[config.mk]
export PLATFORM = sky130hd
export DESIGN_NAME = pipeline_register
export DESIGN_NICKNAME = d
export VERILOG_FILES = /design/src/rtl/pipeline_register.sv
export SDC_FILE = /design/constraint.sdc
export NUM_CORES = 1
export LEC_CHECK = 0
export BUFFER_PORTS_ARGS = -buffer_cell sky130_fd_sc_hd__buf_2
export CORE_MARGIN = 3
export CORE_UTILIZATION = 38
export DETAILED_ROUTE_END_ITERATION = 8
export PLACE_DENSITY = 0.72
export SYNTH_ARGS = -nofsm -noshare
export SYNTH_HDL_FRONTEND = slang
export SYNTH_SLANG_ARGS = --single-unit
[constraint.sdc]
create_clock -name Clk -period 1.4 [get_ports Clk]
set_input_delay 0 -clock Clk [delete_from_list [all_inputs] [get_ports Clk]]
set_output_delay 0 -clock Clk [all_outputs]
set_load 0.01 [all_outputs]
[src/rtl/pipeline_register.sv]
// pipeline_register
//
// Purpose
//   A DEPTH-stage valid/ready register pipeline with bubble collapsing.
//   Stage 0 is on the input side and stage DEPTH-1 drives the output. Each
//   stage has a data register d[i] and a valid flag v[i]. A stage advances
//   when it is empty or when the stage after it advances. Ready therefore
//   propagates combinationally from out_ready back to in_ready, so a full
//   pipeline with out_ready=1 still accepts one word per cycle.
//
// Handshake
//   A word moves across a boundary on a rising Clk edge where valid and
//   ready on that boundary are both 1. A producer holds valid (and its
//   data) stable until that edge. The ready signals here never depend on
//   the valid signal of the same boundary.
//
// Parameters
//   DATAWIDTH : data path width in bits (>= 1)
//   DEPTH     : number of register stages (>= 1)
//
// Ports
//   Clk       : clock; all state changes on the rising edge
//   Rst_n     : asynchronous active-low reset; clears every v[i] and d[i]
//   Flush     : synchronous clear of every v[i]; d[i] keeps its value
//   in_valid  : upstream word present
//   in_data   : upstream word
//   in_ready  : word on in_data is taken this cycle (combinational)
//   out_valid : v[DEPTH-1], taken directly from a register
//   out_data  : d[DEPTH-1], taken directly from a register
//   out_ready : downstream takes out_data this cycle
//   occupancy : number of valid stages (only with PIPELINE_REGISTER_OCC_EN)
//
// Configuration
//   PIPELINE_REGISTER_OCC_EN : when defined, adds the occupancy port and
//   its registered counter. When undefined, the port and counter are absent.

module pipeline_register #(
  parameter int DATAWIDTH = 8,
  parameter int DEPTH     = 2
) (
  input  logic                 Clk,
  input  logic                 Rst_n,
  input  logic                 Flush,
  input  logic                 in_valid,
  input  logic [DATAWIDTH-1:0] in_data,
  output logic                 in_ready,
  output logic                 out_valid,
  output logic [DATAWIDTH-1:0] out_data,
  input  logic                 out_ready
`ifdef PIPELINE_REGISTER_OCC_EN
  ,
  output logic [$clog2(DEPTH+1)-1:0] occupancy
`endif
);

  logic [DATAWIDTH-1:0] d    [DEPTH];
  logic [DATAWIDTH-1:0] d_in [DEPTH];
  logic [DEPTH-1:0]     v;
  logic [DEPTH-1:0]     v_in;
  logic [DEPTH-1:0]     en;

  // Advance enables, computed from the output side back to the input side.
  // The running term is kept in a local variable so en never reads itself.
  always_comb begin : en_chain
    logic carry;
    en    = '0;
    carry = out_ready;
    for (int i = DEPTH - 1; i >= 0; i--) begin
      carry = !v[i] | carry;
      en[i] = carry;
    end
  end

  // The word offered to each stage: in_data/in_valid for stage 0, and the
  // previous stage's registers for every later stage.
  always_comb begin
    v_in[0] = in_valid;
    d_in[0] = in_data;
    for (int i = 1; i < DEPTH; i++) begin
      v_in[i] = v[i-1];
      d_in[i] = d[i-1];
    end
  end

  assign in_ready  = en[0];
  assign out_valid = v[DEPTH-1];
  assign out_data  = d[DEPTH-1];

  // Valid flags. Flush has priority over every advance, and an input word
  // offered during Flush is dropped with the rest.
  always_ff @(posedge Clk or negedge Rst_n) begin
    if (!Rst_n) begin
      v <= '0;
    end else if (Flush) begin
      v <= '0;
    end else begin
      for (int i = 0; i < DEPTH; i++) begin
        if (en[i]) begin
          v[i] <= v_in[i];
        end
      end
    end
  end

  // Data registers. They load only when a valid word actually moves in, so
  // a bubble moving through a stage leaves that stage's stale data alone.
  // Flush leaves the data unchanged.
  always_ff @(posedge Clk or negedge Rst_n) begin
    if (!Rst_n) begin
      for (int i = 0; i < DEPTH; i++) begin
        d[i] <= '0;
      end
    end else if (!Flush) begin
      for (int i = 0; i < DEPTH; i++) begin
        if (en[i] && v_in[i]) begin
          d[i] <= d_in[i];
        end
      end
    end
  end

`ifdef PIPELINE_REGISTER_OCC_EN
  localparam int OCC_W = $clog2(DEPTH + 1);

  logic in_fire;
  logic out_fire;

  assign in_fire  = in_valid & en[0];
  assign out_fire = v[DEPTH-1] & out_ready;

  // Transfers only enter at stage 0 and leave at stage DEPTH-1. The count
  // therefore tracks the number of set valid flags without a popcount.
  always_ff @(posedge Clk or negedge Rst_n) begin
    if (!Rst_n) begin
      occupancy <= '0;
    end else if (Flush) begin
      occupancy <= '0;
    end else if (in_fire && !out_fire) begin
      occupancy <= occupancy + OCC_W'(1);
    end else if (out_fire && !in_fire) begin
      occupancy <= occupancy - OCC_W'(1);
    end
  end
`endif

endmodule

# Yosys cells after proc, flatten, opt, wreduce, memory -nomap -nowiden
# Index checks and enable logic that the tools add are counted.
# op_classes
n_mux	3
reduce_logical	8
bitwise_logic	3
# ops
op	count
2-bit AND reduction	2
2-bit nonzero test	2
1-bit logical AND	2
1-bit logical NOT	2
1-bit 2-to-1 mux	2
2-bit 2-to-1 mux	1
1-bit OR	2
1-bit NOT	1
# word_totals
word_cells	18
out_inout_bits	10
reg_bits	18
inputBits	13

# Depth between registers and ports, before layout
# Gate-level depths: netlist (run 1).
# logic_depth
depth_word	5
mapped_depth	3
mapped_depth_nobuf	3

# Least setup slack after synthesis (run 1)
# OpenSTA, ideal clock, no wires.
# synth_timing
path_type	register -> register
start	register v[1]
end	register d[10] in the netlist's numbering
stages_incl_launch_ff	4
arrival_time_ns	1.041
setup_slack_ns	0.234
required_time_ns	1.275
setup_ns	0.125
n_path_buf	0
period_less_slack_ns	1.166
cell_sequence	dfrtp_1 -> nand3b_4 -> nand3b_4 -> mux2_2
# synth_via
elab_chain_cells	5
# synth_lines
element	line_no	text
from (decl)	58	logic [DEPTH-1:0] v;
from (signal, indexed assignment)	99	v[i] <= v_in[i];
1-bit logical NOT	69	carry = !v[i] | carry;
1-bit OR (2 in a row)	69	
named net in_ready	46	output logic in_ready,
1-bit logical AND	115	if (en[i] && v_in[i]) begin
2-bit AND reduction (no source line)	--	
to (signal, indexed assignment)	116	d[i] <= d_in[i];
to (decl)	56	logic [DATAWIDTH-1:0] d [DEPTH];
# The timed path passes the listed nets, and every way through them passes these cells.
# A chain may end at the register's enable or synchronous reset.

# Final worst setup path (run 1)
# layout_timing
start	register v[1]
end	register v[0]
# layout_via
elab_chain_cells	4
# layout_lines
element	line_no
1-bit logical NOT	69
1-bit OR (2 in a row)	69
2-bit nonzero test (no source line)	--
# Every way passes these cells.

==> reports/qor.yml, run 1 <==
detail_route.wirelength_um: 1150
layout.core_utilization: 0.5450
starting_density: 0.4268
synth_area_leaders: "dfrtp_1 (58%), mux2_2 (23%), nand3b_4 (7.7%)"
internal_power_uw: 901.1
buffer_ports.inserted: 22
post-synth-top-count-cell: "dfrtp_1"
slowest_stage: "dlygate4sd3_1"
layout_min_cycle_time_ns: 1.328
yosysUniqueCellTypes: 7
grt_pass1_wl_um: 1966
netSwitchingPower_uw: 303.5
setup-violations-final: 0
slew_headroom: 0.7444
p_sw_frac: 0.2520
route.detailed.wl_per_inst_um: 11.17
worst_ep_arrival_time_ns: 1.54
multi_input_comb_area_sq_um: 259.0
antenna_found_initial: 0
async_reset_ff_frac: 1.000
area_growth_syn_to_fin_pct: 27.70
power.clock.fraction: 0.197
drt-initial-drc-count: 1
syn-num-nets: 63
synth_sequential_area_ratio: 0.5797
total_count_of_max_transition_violations_in_the_final_report: 0
finalPower_uw: 1205
boundaryPins: 23
power_density_over_the_cells_nw_per_um2: 1214
netlist_area_sq_um: 777.0
launching_element_type_of_the_critical_path: "flop"
grt_pass1_vias: 464
core_area_sq_um: 1821
yosys_most_used_dff: "dfrtp_1"
timing.final.crit_share: 0.9489
detail_route.drc_violations: 0
worst_path_largest_cell_delay_ns: 0.56
number_of_enable_flip_flop_cells_after_synthesis: 0
sequential_share_of_power: 0.564
tns_ns: 0
worst-path-max-fanout: 3
cts_num_sinks: 18
crit_path_end_kind: "flop"
ys_top_cells_by_count: "dfrtp_1 (18), mux2_2 (16), buf_4 (8)"
count_of_warnings_emitted_by_yosys: 0
firstDrtPassIters: 2
post_synth.cell_area_avg_sq_um: 15.54
share_of_cells_above_drive_strength_1: 0.5897
htreeDepth: 1
status: "completed"
ir_drop_v: 0.0008105
cp_data_required_time_ns: 1.62
grt_remaining_overflow: 0
grt_setup_unrepaired: "no"
worst-setup-path-type: "reg2reg"
netlist.area_leader.share: 0.5797
hold_path_class: "in2reg"
final_net_count: 93
tritoncts.num_buffers: 3
gr-usage-all-layers: 0.1035
ctsLongestPathBuffers: 2
fillCellCount: 167
design.die.area_sq_um: 2623
postSynthRegisterBits: 18
fp.dieW_um: 51.22
clockRootBuffer: "clkbuf_4"
routed_via_count: 464
antenna_left: 0
die_height_um: 51.22
whs_ns: 0.06140
worst_pin_slew_ns: 0.3835
ant_diodes: 0
max_cap_violations: 0
viasPerCell: 4.505
crit_path_cell_trace: "nand3b_4, a21oi_1, dlygate4sd3_1"
clk_latency_ns: 0.28
place.gp.congestion: 0.5355
tritoncts: "built"
post_cts_buffers: 0
power_frac_comb: 0.239
p_leak_uw: 0.0004891
num_rows: 15
grt_max_degree: 19
ff_latch_area_sq_um: 451.7
syn_inst: 50
report.final.hold_viol_count: 0
achievable-frequency_mhz: 752.8
worstPathBufferInverterCount: 1
clk_pin_slew_ns: 0.09
setup_skew_after_layout_ns: 0.0005696
worst_path_dominant_cell_family: "buffers and inverters"
synthDominantAreaCellType: "dfrtp_1"
## logic make-up (layout without fill, tap and decap cells)
| logic type | Yosys count | after routing | share of synthesized area |
|---|---|---|---|
| buffers and inverters | 10 | 38 | 0.08696 |
| AND/OR/NAND/NOR | 4 | 4 | 0.08857 |
| AO/OA/AOI/OAI | 2 | 2 | 0.01288 |
| multiplexers | 16 | 16 | 0.2319 |
| flip-flops | 18 | 18 | 0.5797 |
## routing by layer
metal / vias to the layer above / track usage / share of wire / wire length, um
li1: 222 / - / - / -
met1: 226 / 0.1199 / 0.43 / 492
met2: 14 / 0.1674 / 0.49 / 566
met3: 2 / 0.02915 / 0.066 / 76
met4: 0 / 0.06550 / 0.013 / 15
met5: - / 0 / 0 / 0
## state kept, by name, indices dropped and copies added (netlist names)
signal / flops
d: 8
out_data: 8
v: 2
## repair_timing
action | in CTS | in global routing
setup endpoints to repair | 0 | 1
hold buffers | 11 | 0
resized for setup | 0 | 1
endpoints found under the hold margin | 28 | 0
## layout make-up
| cell class | instances | share of cell area |
|---|---|---|
| Tap cell | 25 | 0.03153 |
| Multi-Input combinational cell | 22 | 0.2610 |
| Inverter | 2 | 0.007566 |
| Timing Repair Buffer | 33 | 0.2219 |
| Sequential cell | 18 | 0.4552 |
| Clock buffer | 3 | 0.02270 |
## tightest hold or removal path, stage by stage
cell      delay [ns]
buf_2           0.09
nand2b_2        0.14
a21oi_1         0.08
## cells in the final DEF (no fill, tap or decap)
cell type / netlist / layout
buf_2: 0 / 22
dfrtp_1: 18 / 17
mux2_2: 16 / 16
dlygate4sd3_1: 0 / 11
nand3b_4: 3 / 3
clkbuf_4: 0 / 3
inv_1: 2 / 2
a21oi_1: 2 / 2
nand2b_2: 1 / 1
dfrtp_2: 0 / 1
## power by group through the flow
stage / clock (uW) / sequential, uW / combinational, uW
2_1_floorplan: 0 / 680 / 257
3_3_place_gp: 0 / 687 / 267
3_5_place_dp: 0 / 691 / 272
4_1_cts: 253 / 681 / 296
5_1_grt: 285 / 694 / 315
6_report: 237 / 680 / 288
## per-stage QoR
step | cell area (sq um) | setup WS, ns | std cells
2_1_floorplan | 777.0 | 0.2343 | 50
3_3_place_gp | 858.3 | 0.2607 | 89
3_5_place_dp | 858.3 | 0.2308 | 89
4_1_cts | 991.0 | 0.06713 | 103
5_1_grt | 992.2 | 0.006635 | 103
6_report | 992.2 | 0.07155 | 103
## worst paths after layout
check | from | end | slack (ns) | cells past startpoint
worst max-delay path | v[1] | v[0] | 0.07 | 3
worst min-delay path | out_ready | v[1] | 0.06 | 3
worst max register to register | v[1] | v[0] | 0.07 | 3
worst min register to register | d[8] | out_data[0] | 0.51 | 1
max in group asynchronous | Rst_n | v[0] | 0.94 | 2
min in group asynchronous | Rst_n | d[13] | 0.16 | 2
(Power assumes the default switching activity.)
==> inputs of run 2 (changes only) <==
--- a/config.mk
+++ b/config.mk
@@ -9,7 +9,9 @@
 export CORE_MARGIN = 3
 export CORE_UTILIZATION = 38
 export DETAILED_ROUTE_END_ITERATION = 8
+export GPL_ROUTABILITY_DRIVEN = 0
 export PLACE_DENSITY = 0.72
+export SETUP_SLACK_MARGIN = 0.15
 export SYNTH_ARGS = -nofsm -noshare
 export SYNTH_HDL_FRONTEND = slang
 export SYNTH_SLANG_ARGS = --single-unit
==> run 2 against run 1 <==
Net effect: sequential share of layout area fell by 0.069 points; largest cell class unchanged; setup slack better by 0.16 ns; clock power hardly changed; hold slack worse by 0.0062 ns; first-iteration DRC count unchanged; global-route usage stayed put; final area is 0.13% lower; via count unchanged; total power about the same; critical path type unchanged; largest power group unchanged; final cell count unchanged.
==> reports/qor.yml, run 2 (synthesized netlist as in run 1, its figures left out) <==
ctsLongestPathBuffers: 2  # unchanged
p_leak_uw: 0.0004891  # about the same
worst-setup-path-type: "reg2reg"  # unchanged
design.die.area_sq_um: 2623  # unchanged
total_count_of_max_transition_violations_in_the_final_report: 0  # unchanged
die_height_um: 51.22  # unchanged
grt_setup_unrepaired: "no"  # unchanged
ff_latch_area_sq_um: 450.4  # was 451.7 sq um
multi_input_comb_area_sq_um: 259.0  # unchanged
antenna_found_initial: 0  # unchanged
grt_pass1_wl_um: 1966  # unchanged
worst-r2r-setup-slack_ns: 0.23  # was 0.07 ns
drt-initial-drc-count: 1  # unchanged
detail_route.drc_violations: 0  # unchanged
slew_headroom: 0.7443  # was 0.7444
fillCellCount: 164  # was 167
whs_path_depth: 3  # unchanged
worst_reg2reg_path_length_in_cells: 3  # unchanged
mostFrequentLayoutCell: "buf_2"  # unchanged
dpl.cell_count: 89  # unchanged
timing.rr.end: "d[8]"  # was v[0]
cts_num_sinks: 18  # unchanged
antenna_left: 0  # unchanged
grt_max_degree: 19  # unchanged
grt_remaining_overflow: 0  # unchanged
hold_path_origin: "out_ready"  # unchanged
grt_pass1_vias: 464  # unchanged
routed_via_count: 464  # unchanged
fp.dieW_um: 51.22  # unchanged
report.final.hold_viol_count: 0  # unchanged
share_of_cells_above_drive_strength_1: 0.5769  # was 0.5897
clockRootBuffer: "clkbuf_4"  # unchanged
viasPerCell: 4.505  # unchanged
core_area_sq_um: 1821  # unchanged
tritoncts: "built"  # unchanged
tritoncts.num_buffers: 3  # unchanged
reg2reg_from: "v[0]"  # was v[1]
mostFrequentLayoutCells: "buf_2 (22), dfrtp_1 (18), mux2_2 (16)"  # was buf_2 (22), dfrtp_1 (17), mux2_2 (16)
clk_latency_ns: 0.28  # about the same
status: "completed"  # unchanged
buffer_ports.inserted: 22  # unchanged
worst_pin_slew_ns: 0.3835  # about the same
htreeDepth: 1  # unchanged
num_rows: 15  # unchanged
setup-violations-final: 0  # unchanged
setup_skew_after_layout_ns: 0.001221  # was 0.0005696 ns
detail_route.wirelength_um: 1161  # was 1150 um
post_cts_sizing: 0  # unchanged
finalPower_uw: 1204  # was 1205 uW
ir_drop_v: 0.0008086  # was 0.0008105 V
timing.final.crit_share: 0.8347  # was 0.9489
firstDrtPassIters: 2  # unchanged
ant_diodes: 0  # unchanged
worst-path-max-fanout: 8  # was 3
route.detailed.wl_per_inst_um: 11.27  # was 11.17 um
final_net_count: 93  # unchanged
cp_data_required_time_ns: 1.57  # was 1.62 ns
crit_path_end_kind: "flop"  # unchanged
boundaryPins: 23  # unchanged
starting_density: 0.4268  # unchanged
hold_path_end: "v[0]"  # was v[1]
achievable-frequency_mhz: 855.7  # was 752.8 MHz
max_cap_violations: 0  # unchanged
power_density_over_the_cells_nw_per_um2: 1215  # was 1214 nW/um^2
layout_min_cycle_time_ns: 1.169  # was 1.328 ns
tns_ns: 0  # unchanged
hold_path_class: "in2reg"  # unchanged
launching_element_type_of_the_critical_path: "flop"  # unchanged
finish.cell_count_without_fillers: 103  # unchanged
clk_pin_slew_ns: 0.09  # about the same
worst_ep_arrival_time_ns: 1.34  # was 1.54 ns
gr-usage-all-layers: 0.1035  # unchanged
area_growth_syn_to_fin_pct: 27.54  # was 27.70%
## run 2: cell counts in the layout (fill, tap and decap cells not counted)
No cell type changed its count.
## run 2: metrics by stage
| stage | setup slack, ns | util | hold slack, ns | area [sq um] |
|---|---|---|---|---|
| 3_3_place_gp | 0.2607 | 0.4715 | -0.05327 | 858.3 |
| 4_1_cts | 0.2180 | 0.5443 | 0.04406 | 991.0 |
| 3_5_place_dp | 0.2308 | 0.4715 | -0.04650 | 858.3 |
| 2_1_floorplan | 0.2343 | - | -0.2956 | 777.0 |
| 6_report | 0.2314 | 0.5443 | 0.05516 | 991.0 |
| 5_1_grt | 0.1740 | 0.5443 | 0.04398 | 991.0 |
## run 2: worst max-delay path: stages (launching register included)
cell,delay (ns)
dfrtp_1,0.45
nand3b_4,0.12
nand3b_4,0.14
mux2_2,0.35
## run 2: layout make-up
class	count	area share
Sequential cell	18	0.4545
Multi-Input combinational cell	22	0.2614
Timing Repair Buffer	33	0.2222
Tap cell	25	0.03157
Clock buffer	3	0.02273
Inverter	2	0.007576
## run 2: routing by layer
layer / wire length [um] / share of wire / GRT usage
met3: 68 / 0.059 / 0.02915
met5: 0 / 0 / 0
met2: 577 / 0.50 / 0.1674
met1: 499 / 0.43 / 0.1199
met4: 15 / 0.013 / 0.06550
## run 2: timing repair
| action | CTS | global route |
|---|---|---|
| hold endpoints to repair | 28 | 0 |
| setup buffers | 0 | 0 |
| hold buffers | 11 | 0 |
## run 2: worst max-delay path by stage
stage	endpoint	from
5_1_grt	d[10]	v[0]
3_5_place_dp	d[8]	v[0]
6_report	d[8]	v[0]
3_3_place_gp	d[9]	v[0]
2_1_floorplan	d[10]	v[1]
4_1_cts	d[8]	v[0]
## run 2: power breakdown
| group | internal, uW | switching [uW] | total (uW) |
|---|---|---|---|
| Clock | 99.6 | 137 | 236 |
| Combinational | 172 | 116 | 288 |
| Sequential | 629 | 50.3 | 679 |
| Total | 901 | 303 | 1200 |
